--- src/rtl/gpio_port_n.sv ---
// gpio_port_n: parametrised GPIO port on the cartridge register bus.
//   Clk/Reset        : clock, synchronous active-low reset
//   Addr/DataWr/DataRd/En/Rd/Wr : register bus (Addr[5:2] reg, Addr[1:0] word)
//   PinIn            : raw async pad inputs, synchronised internally
//   PinOut/PinOe     : pad drive; the top level builds the tristate buffer
//   AltOut/AltOe     : peripheral drive, selected per pin by MODE
//   IntStatus        : registered OR of pending edge bits
//   IntReset         : one-cycle pulse clearing all pending bits
// Each pin is one gpio_port_n_lane instance; the top holds the arming
// counter, the read mux and IntStatus.

module gpio_port_n_lane #(
  parameter int SYNC_STAGES = 2
) (
  input  logic       clk,
  input  logic       reset,
  input  logic       armed,
  input  logic       wrHit,
  input  logic [3:0] regSel,
  input  logic       wrBit,
  input  logic       intReset,
  input  logic       pinIn,
  input  logic       altOut,
  input  logic       altOe,
  output logic       mode,
  output logic       ddr,
  output logic       data,
  output logic       pinSync,
  output logic       riseEn,
  output logic       fallEn,
  output logic       pend,
  output logic       pinOut,
  output logic       pinOe
);
  logic [SYNC_STAGES-1:0] syncQ;
  logic held, rise, fall, pendSet, pendClr;

  assign pinSync = syncQ[SYNC_STAGES-1];
  // Edges are masked until the sync chain and held copy hold real pad data.
  assign rise    = armed & pinSync & ~held;
  assign fall    = armed & ~pinSync & held;
  assign pendSet = (rise & riseEn) | (fall & fallEn);
  assign pendClr = (wrHit & wrBit & (regSel == 4'd9)) | intReset;

  assign pinOut = mode ? altOut : data;
  assign pinOe  = mode ? altOe  : ddr;

  always_ff @(posedge clk) begin
    if (!reset) begin
      syncQ  <= '0;
      held   <= 1'b0;
      mode   <= 1'b0;
      ddr    <= 1'b0;
      data   <= 1'b0;
      riseEn <= 1'b0;
      fallEn <= 1'b0;
      pend   <= 1'b0;
    end else begin
      syncQ <= {syncQ[SYNC_STAGES-2:0], pinIn};
      held  <= pinSync;
      // A fresh edge beats a simultaneous clear so it is never lost.
      pend  <= pendSet | (pend & ~pendClr);
      if (wrHit) begin
        case (regSel)
          4'd0: mode   <= wrBit;
          4'd1: ddr    <= wrBit;
          4'd2: data   <= wrBit;
          4'd4: if (wrBit) data <= 1'b1;
          4'd5: if (wrBit) data <= 1'b0;
          4'd6: if (wrBit) data <= ~data;
          4'd7: riseEn <= wrBit;
          4'd8: fallEn <= wrBit;
          default: ;
        endcase
      end
    end
  end
endmodule

module gpio_port_n #(
  parameter int          PINS        = 16,
  parameter int          SYNC_STAGES = 2,
  parameter logic [7:0]  PORT_ID     = 8'h01
) (
  input  logic            Clk,
  input  logic            Reset,
  input  logic [5:0]      Addr,
  output logic [15:0]     DataRd,
  input  logic [15:0]     DataWr,
  input  logic            En,
  input  logic            Rd,
  input  logic            Wr,
  input  logic [PINS-1:0] PinIn,
  output logic [PINS-1:0] PinOut,
  output logic [PINS-1:0] PinOe,
  input  logic [PINS-1:0] AltOut,
  input  logic [PINS-1:0] AltOe,
  output logic            IntStatus,
  input  logic            IntReset
);
  localparam int W     = (PINS + 15) / 16;
  localparam int PW    = W * 16;
  localparam int ARM_W = $clog2(SYNC_STAGES + 2);
  localparam logic [ARM_W-1:0] ARM_MAX = ARM_W'(SYNC_STAGES + 1);

  logic [ARM_W-1:0] armCnt;
  logic             armed, wrEn;
  logic [PINS-1:0]  modeV, ddrV, dataV, pinV, riseEnV, fallEnV, pendV;
  logic [PW-1:0]    selVec;
  logic [15:0]      rdWord;
  // Rd carries no behaviour here; reads are purely combinational on En.
  logic [16:0]      unusedIn;

  assign unusedIn = {Rd, DataWr};
  assign wrEn     = En & Wr;
  assign armed    = (armCnt == ARM_MAX);

  always_ff @(posedge Clk) begin
    if (!Reset) begin
      armCnt    <= '0;
      IntStatus <= 1'b0;
    end else begin
      if (!armed) armCnt <= armCnt + 1'b1;
      IntStatus <= |pendV;
    end
  end

  for (genvar i = 0; i < PINS; i++) begin : gLane
    gpio_port_n_lane #(.SYNC_STAGES(SYNC_STAGES)) uLane (
      .clk      (Clk),
      .reset    (Reset),
      .armed    (armed),
      .wrHit    (wrEn && (Addr[1:0] == 2'(i / 16))),
      .regSel   (Addr[5:2]),
      .wrBit    (DataWr[i % 16]),
      .intReset (IntReset),
      .pinIn    (PinIn[i]),
      .altOut   (AltOut[i]),
      .altOe    (AltOe[i]),
      .mode     (modeV[i]),
      .ddr      (ddrV[i]),
      .data     (dataV[i]),
      .pinSync  (pinV[i]),
      .riseEn   (riseEnV[i]),
      .fallEn   (fallEnV[i]),
      .pend     (pendV[i]),
      .pinOut   (PinOut[i]),
      .pinOe    (PinOe[i])
    );
  end

  // Vectors are zero-padded to whole words so bits above PINS read 0.
  always_comb begin
    selVec = '0;
    case (Addr[5:2])
      4'd0:    selVec = PW'(modeV);
      4'd1:    selVec = PW'(ddrV);
      4'd2:    selVec = PW'(dataV);
      4'd3:    selVec = PW'(pinV);
      4'd7:    selVec = PW'(riseEnV);
      4'd8:    selVec = PW'(fallEnV);
      4'd9:    selVec = PW'(pendV);
      default: selVec = '0;
    endcase
    rdWord = 16'h0000;
    for (int w = 0; w < W; w++)
      if (Addr[1:0] == 2'(w)) rdWord = selVec[w*16 +: 16];
    if (Addr[5:2] == 4'd10 && Addr[1:0] == 2'd0) rdWord = {PORT_ID, 8'(PINS)};
    DataRd = En ? rdWord : 16'h0000;
  end
endmodule

--- config.mk ---
export PLATFORM = sky130hd
export DESIGN_NAME = gpio_port_n
export DESIGN_NICKNAME = d
export VERILOG_FILES = /design/src/rtl/gpio_port_n.sv
export SDC_FILE = /design/constraint.sdc
export NUM_CORES = 1
export LEC_CHECK = 0
export BUFFER_PORTS_ARGS = -buffer_cell sky130_fd_sc_hd__buf_2
export CAP_MARGIN = 20
export CORE_ASPECT_RATIO = 0.75
export CORE_MARGIN = 10
export CORE_UTILIZATION = 40
export CTS_BUF_LIST = sky130_fd_sc_hd__clkbuf_8 sky130_fd_sc_hd__clkbuf_16
export CTS_CLUSTER_SIZE = 30
export DETAILED_ROUTE_END_ITERATION = 10
export SLEW_MARGIN = 25
export SYNTH_ARGS = -nofsm -noshare
export SYNTH_HDL_FRONTEND = slang
export SYNTH_SLANG_ARGS = --single-unit
--- constraint.sdc ---
create_clock -name Clk -period 5.2 [get_ports Clk]
set_input_delay 1.04 -clock Clk [delete_from_list [all_inputs] [get_ports Clk]]
set_output_delay 1.04 -clock Clk [all_outputs]
set_load 0.01 [all_outputs]
---- Word level (Yosys, flattened, before mapping) ----
Index checks and enable logic that the tools add are counted.
storage, ports and cells
  register bits ........................... 147
  output and inout bits ................... 49
cells by class
  multiplexer cells ....................... 100
  equal/unequal tests ..................... 59
  reductions and logical operators ........ 26
  bitwise logic cells ..................... 257
  $add $sub $neg .......................... 1
operator list
  kind                   count
  $and A1 B1 Y1          145
  $pmux W16 S7           1
  $ne A2 B2 Y1 const B   48
  $mux W1                80
  $reduce_and A5 Y1      16
  $not A1 Y1             64
  $pmux W1 S4            16
  $mux W16               3
  $or A1 B1 Y1           48
  $eq A4 B3 Y1 const B   4
  $reduce_or A16 Y1      1
  $eq A4 B4 Y1 const B   3
  $eq A4 B2 Y1 const B   2
  $reduce_and A2 Y1      4
  $eq A4 B1 Y1 const B   1
  $logic_not A4 Y1       1
  $reduce_bool A4 Y1     1
  $add A2 B1 Y2 const B  1
  $eq A2 B2 Y1 const B   1
  $logic_and A1 B1 Y1    2
  $logic_not A2 Y1       1

---- Logic depth before layout (Yosys ltp) ----
  depth in word-level cells ............... 8
  mapped depth ............................ 7

---- Cells and area by module ----
From an unflattened synthesis, not the netlist that was laid out.
unflattened totals
  cell total of the unflattened synthesis .. 928
  area total of the unflattened synthesis .. 8331.7 µm²
by module, submodules not included
  module            cells each  times used  area an instance (µm²)
  gpio_port_n_lane  51          16          464.2
  gpio_port_n       112         1           904.6

---- Least setup slack after synthesis ----
No wires, ideal clock.
  kind .................................... input to output
  start point ............................. in Addr[4]
  end point ............................... out DataRd[14]
  setup slack ............................. 1.898 ns
  data required time ...................... 4.160 ns
  buffers on the path ..................... 2
  data arrival time ....................... 2.262 ns
  cell stages on the path ................. 5
  path through ............................ buf_6 > nor4b_4 > clkbuf_1 > a22oi_1 > a31oi_1
on the way
  cells in the longest elaborated chain, start to end .. 5
  elaborated cells between the ends (all ways) .. 13
ends and longest elaborated chain
  what                                  line  source
  start: declaration                    87    input logic [5:0] Addr,
  $eq A4 B4 Y1 (tied with other cells)  155   case (Addr[5:2])
  $pmux W16 S7                          155
  $mux W16                              167   if (Addr[1:0] == 2'(w)) rdWord = selVec[w*16 +: 16];
  $mux W16 *                            168   if (Addr[5:2] == 4'd10 && Addr[1:0] == 2'd0) rdWord = {PORT_ID, 8'(PINS)};
  $mux W16 *                            169   DataRd = En ? rdWord : 16'h0000;
  end: declaration                      88    output logic [15:0] DataRd,
Mark *: on every way between the ends. The rest lies on a longest branch, timed or not.

---- Final worst setup path ----
  start point ............................. in Addr[3]
  end point ............................... out DataRd[1]
The elaborated chain is that of the path after synthesis.

==> impl_metrics.json <==
{
  "yosysWarningCount": 0,
  "layout.nets": 911,
  "top_level_ports": 125,
  "die_area_sq_um": 23000,
  "drt-initial-drc-count": 662,
  "clock_path_buffers": 2,
  "post_cts_buffers": 0,
  "cp_data_arrival_time_ns": 2.99,
  "syn-mean-instance-area_sq_um": 8.88,
  "cts.clk_slew.worst_paths_ns": 0.06,
  "start_util_pct": 40.9,
  "drc": 0,
  "postRouteAntennaNets": 0,
  "slew_headroom_pct": 32.6,
  "grt_overflow_total": 0,
  "vdd_drop_max_uv": 178,
  "die_h_um": 134,
  "synth-edff-count": 0,
  "antenna_found_initial": 0,
  "layout_common_cells": "167 x nand2_1, 147 x dfxtp_1, 123 x buf_2",
  "drive_gt1_share_pct": 26.1,
  "crit_type": "input pin to output port",
  "fmax_mhz": 248,
  "clock_skew_ns": 0.00525,
  "critPathLaunchType": "input pin",
  "grt_max_degree": 84,
  "grt_pass1_wl_um": 33700,
  "route.detailed.wl_per_inst_um": 20.7,
  "critPathRequiredTime_ns": 4.16,
  "ys_seq_area_share_pct": 42.5,
  "status": "finished, final reports clean",
  "antenna_cells": 0,
  "cp_common_cell": "buf_2",
  "combPwrFrac_pct": 5.9,
  "area_growth_syn_to_layout_pct": 15.1,
  "power_switching_w": 0.000604,
  "grt_pass1_vias": 5644,
  "cts.sinks": 147,
  "power.total_w": 0.00260,
  "ctsHoldBuffers": 0,
  "cp-end-kind": "output port",
  "multi_input_area_sq_um": 3430,
  "timing.final.crit_share_pct": 77.4,
  "first_pass_iters": 6,
  "seq_area_sq_um": 2940,
  "dominantRegCellSynth": "dfxtp_1",
  "seqPwrFrac_pct": 44.6,
  "synthArstFlopShare_pct": 0,
  "yosysTopAreaCell": "dfxtp_1",
  "port_buffers": 123,
  "cp_top_family": "buffers and inverters",
  "synth-seq-cells": 147,
  "critical_path.cell_chain": "buf_2 > nand2_1 > nor3_2 > buf_4 > a222oi_1 > a31oi_1 > buf_2",
  "p_leak_nw": 2.87,
  "tightest_slew_ns": 1.01,
  "hpwl_um": 15100,
  "finalCriticalPeriod_ns": 4.03,
  "synth_top_area_share_pct": 42.5,
  "grt_usage_pct": 18.7,
  "gp_congestion": 0.864,
  "num_vias": 5913,
  "power.share.clock_pct": 49.5,
  "syn-num-nets": 858,
  "p_per_area_nw_per_um2": 326,
  "maxSlewViolCount": 0,
  "clk_latency_ns": 0.42,
  "netlist_top_cells_area": "dfxtp_1 42%, nand2_1 9.0%, mux2_2 5.2%",
  "cts_tree": "done",
  "setup-tns-final_ns": 0,
  "chipWidth_um": 172,
  "final_common_cell": "nand2_1",
  "maxCapViolCount": 0,
  "max_stage_delay_ns": 0.55,
  "hold_viol_final": 0,
  "routed_wl_um": 22000,
  "ys_types": 48,
  "vias_per_cell": 5.57,
  "p_sw_share_pct": 23.2,
  "cts-root-buf": "clkbuf_16",
  "core_area_sq_um": 16900,
  "p_int_w": 0.00200,
  "crit_buf_inv": 3,
  "finalSetupViolCount": 0,
  "cts_resized": 0,
  "rsz0062_at_grt": "false",
  "cts-buffers-inserted": 17,
  "synthesis.instances": 781,
  "crit_slowest_cell": "nor3_2",
  "netlist_area_sq_um": 6930,
  "critical_path.max_fanout": 15,
  "min-delay-path-class": "flop to flop",
  "fillCellCount": 1626,
  "htree_levels": 4,
  "row_count": 41,
  "fin_util_pct": 47.1
}
cell usage after synthesis (4+ instances only):
cell type,instances
nand2_1,167
dfxtp_1,147
a21oi_1,65
and2_1,54
clkbuf_1,44
buf_4,39
mux2_2,32
a22oi_1,29
nand3b_1,17
o21ai_0,17
a211oi_1,16
a32o_1,16
or3_1,16
xnor2_1,16
a222oi_1,15
buf_2,15
a31oi_1,14
a311oi_2,9
a311oi_1,7
nor2_1,5
nor4_1,4
path summary, 6_finish.rpt:
| kind | start | to | slack, ns | cells past startpoint |
|---|---|---|---|---|
| setup / recovery | Addr[3] | DataRd[1] | 1.17 | 7 |
| hold / removal | gLane[13].uLane.syncQ[0] | gLane[13].uLane.syncQ[1] | 0.43 | 1 |
| setup reg to reg | armCnt[0] | gLane[4].uLane.pend | 3.72 | 3 |
| hold reg to reg | gLane[13].uLane.syncQ[0] | gLane[13].uLane.syncQ[1] | 0.43 | 1 |
flip-flops by register name, indices dropped and copies added (netlist names):
signal              cells
armCnt                  2
gLane.uLane.data       16
gLane.uLane.ddr        16
gLane.uLane.syncQ      32
gLane.uLane.fallEn     16
gLane.uLane.held       16
gLane.uLane.riseEn     16
gLane.uLane.pend       16
IntStatus               1
gLane.uLane.mode       16
final cells by class:
class                           count  share of cell area, %
Clock buffer                       20                   5.85
Clock inverter                     12                   1.93
Tap cell                          215                   3.37
Sequential cell                   147                   36.9
Multi-Input combinational cell    531                   43.0
Inverter                            2                 0.0941
Timing Repair Buffer              135                   8.85
power by group through the flow:
| stage | sequential (W) | clock [W] | combinational [W] |
|---|---|---|---|
| 2_1_floorplan | 0.00118 | 0 | 0.0000996 |
| 3_3_place_gp | 0.00119 | 0 | 0.000149 |
| 3_5_place_dp | 0.00119 | 0 | 0.000152 |
| 4_1_cts | 0.00116 | 0.00131 | 0.000153 |
| 5_1_grt | 0.00116 | 0.00135 | 0.000166 |
| 6_report | 0.00116 | 0.00129 | 0.000154 |
routing by layer:
metal | track usage (%) | part of all wire, % | up-vias | wire, um
met5 | 0 | 0 | - | 0
met1 | 27.5 | 48 | 2756 | 10600
met2 | 25.3 | 40 | 273 | 8790
met4 | 5.45 | 1.5 | 0 | 323
met3 | 5.72 | 11 | 25 | 2350
li1 | - | - | 2859 | -
stage by stage:
step           setup slack (ns)  hold WS (ns)  area [sq um]  std cells
2_1_floorplan              1.90         0.412          6930        781
3_3_place_gp               1.24         0.416          7350       1030
3_5_place_dp               1.19         0.417          7360       1030
4_1_cts                    1.19         0.432          7980       1062
5_1_grt                    1.07         0.442          7980       1062
6_report                   1.17         0.432          7980       1062
logic make-up after synthesis:
logic type	count (synthesis)	synth area share, %
adders and majority gates	1	0.180
and+or+nand+nor	285	21.4
DFF	147	42.5
muxes	33	5.34
AOI/OAI and AO/OA	195	20.2
xor gates and xnor gates	17	2.15
buffers and inverters	103	8.23
Note: power is estimated with default switching activity, not from simulation.
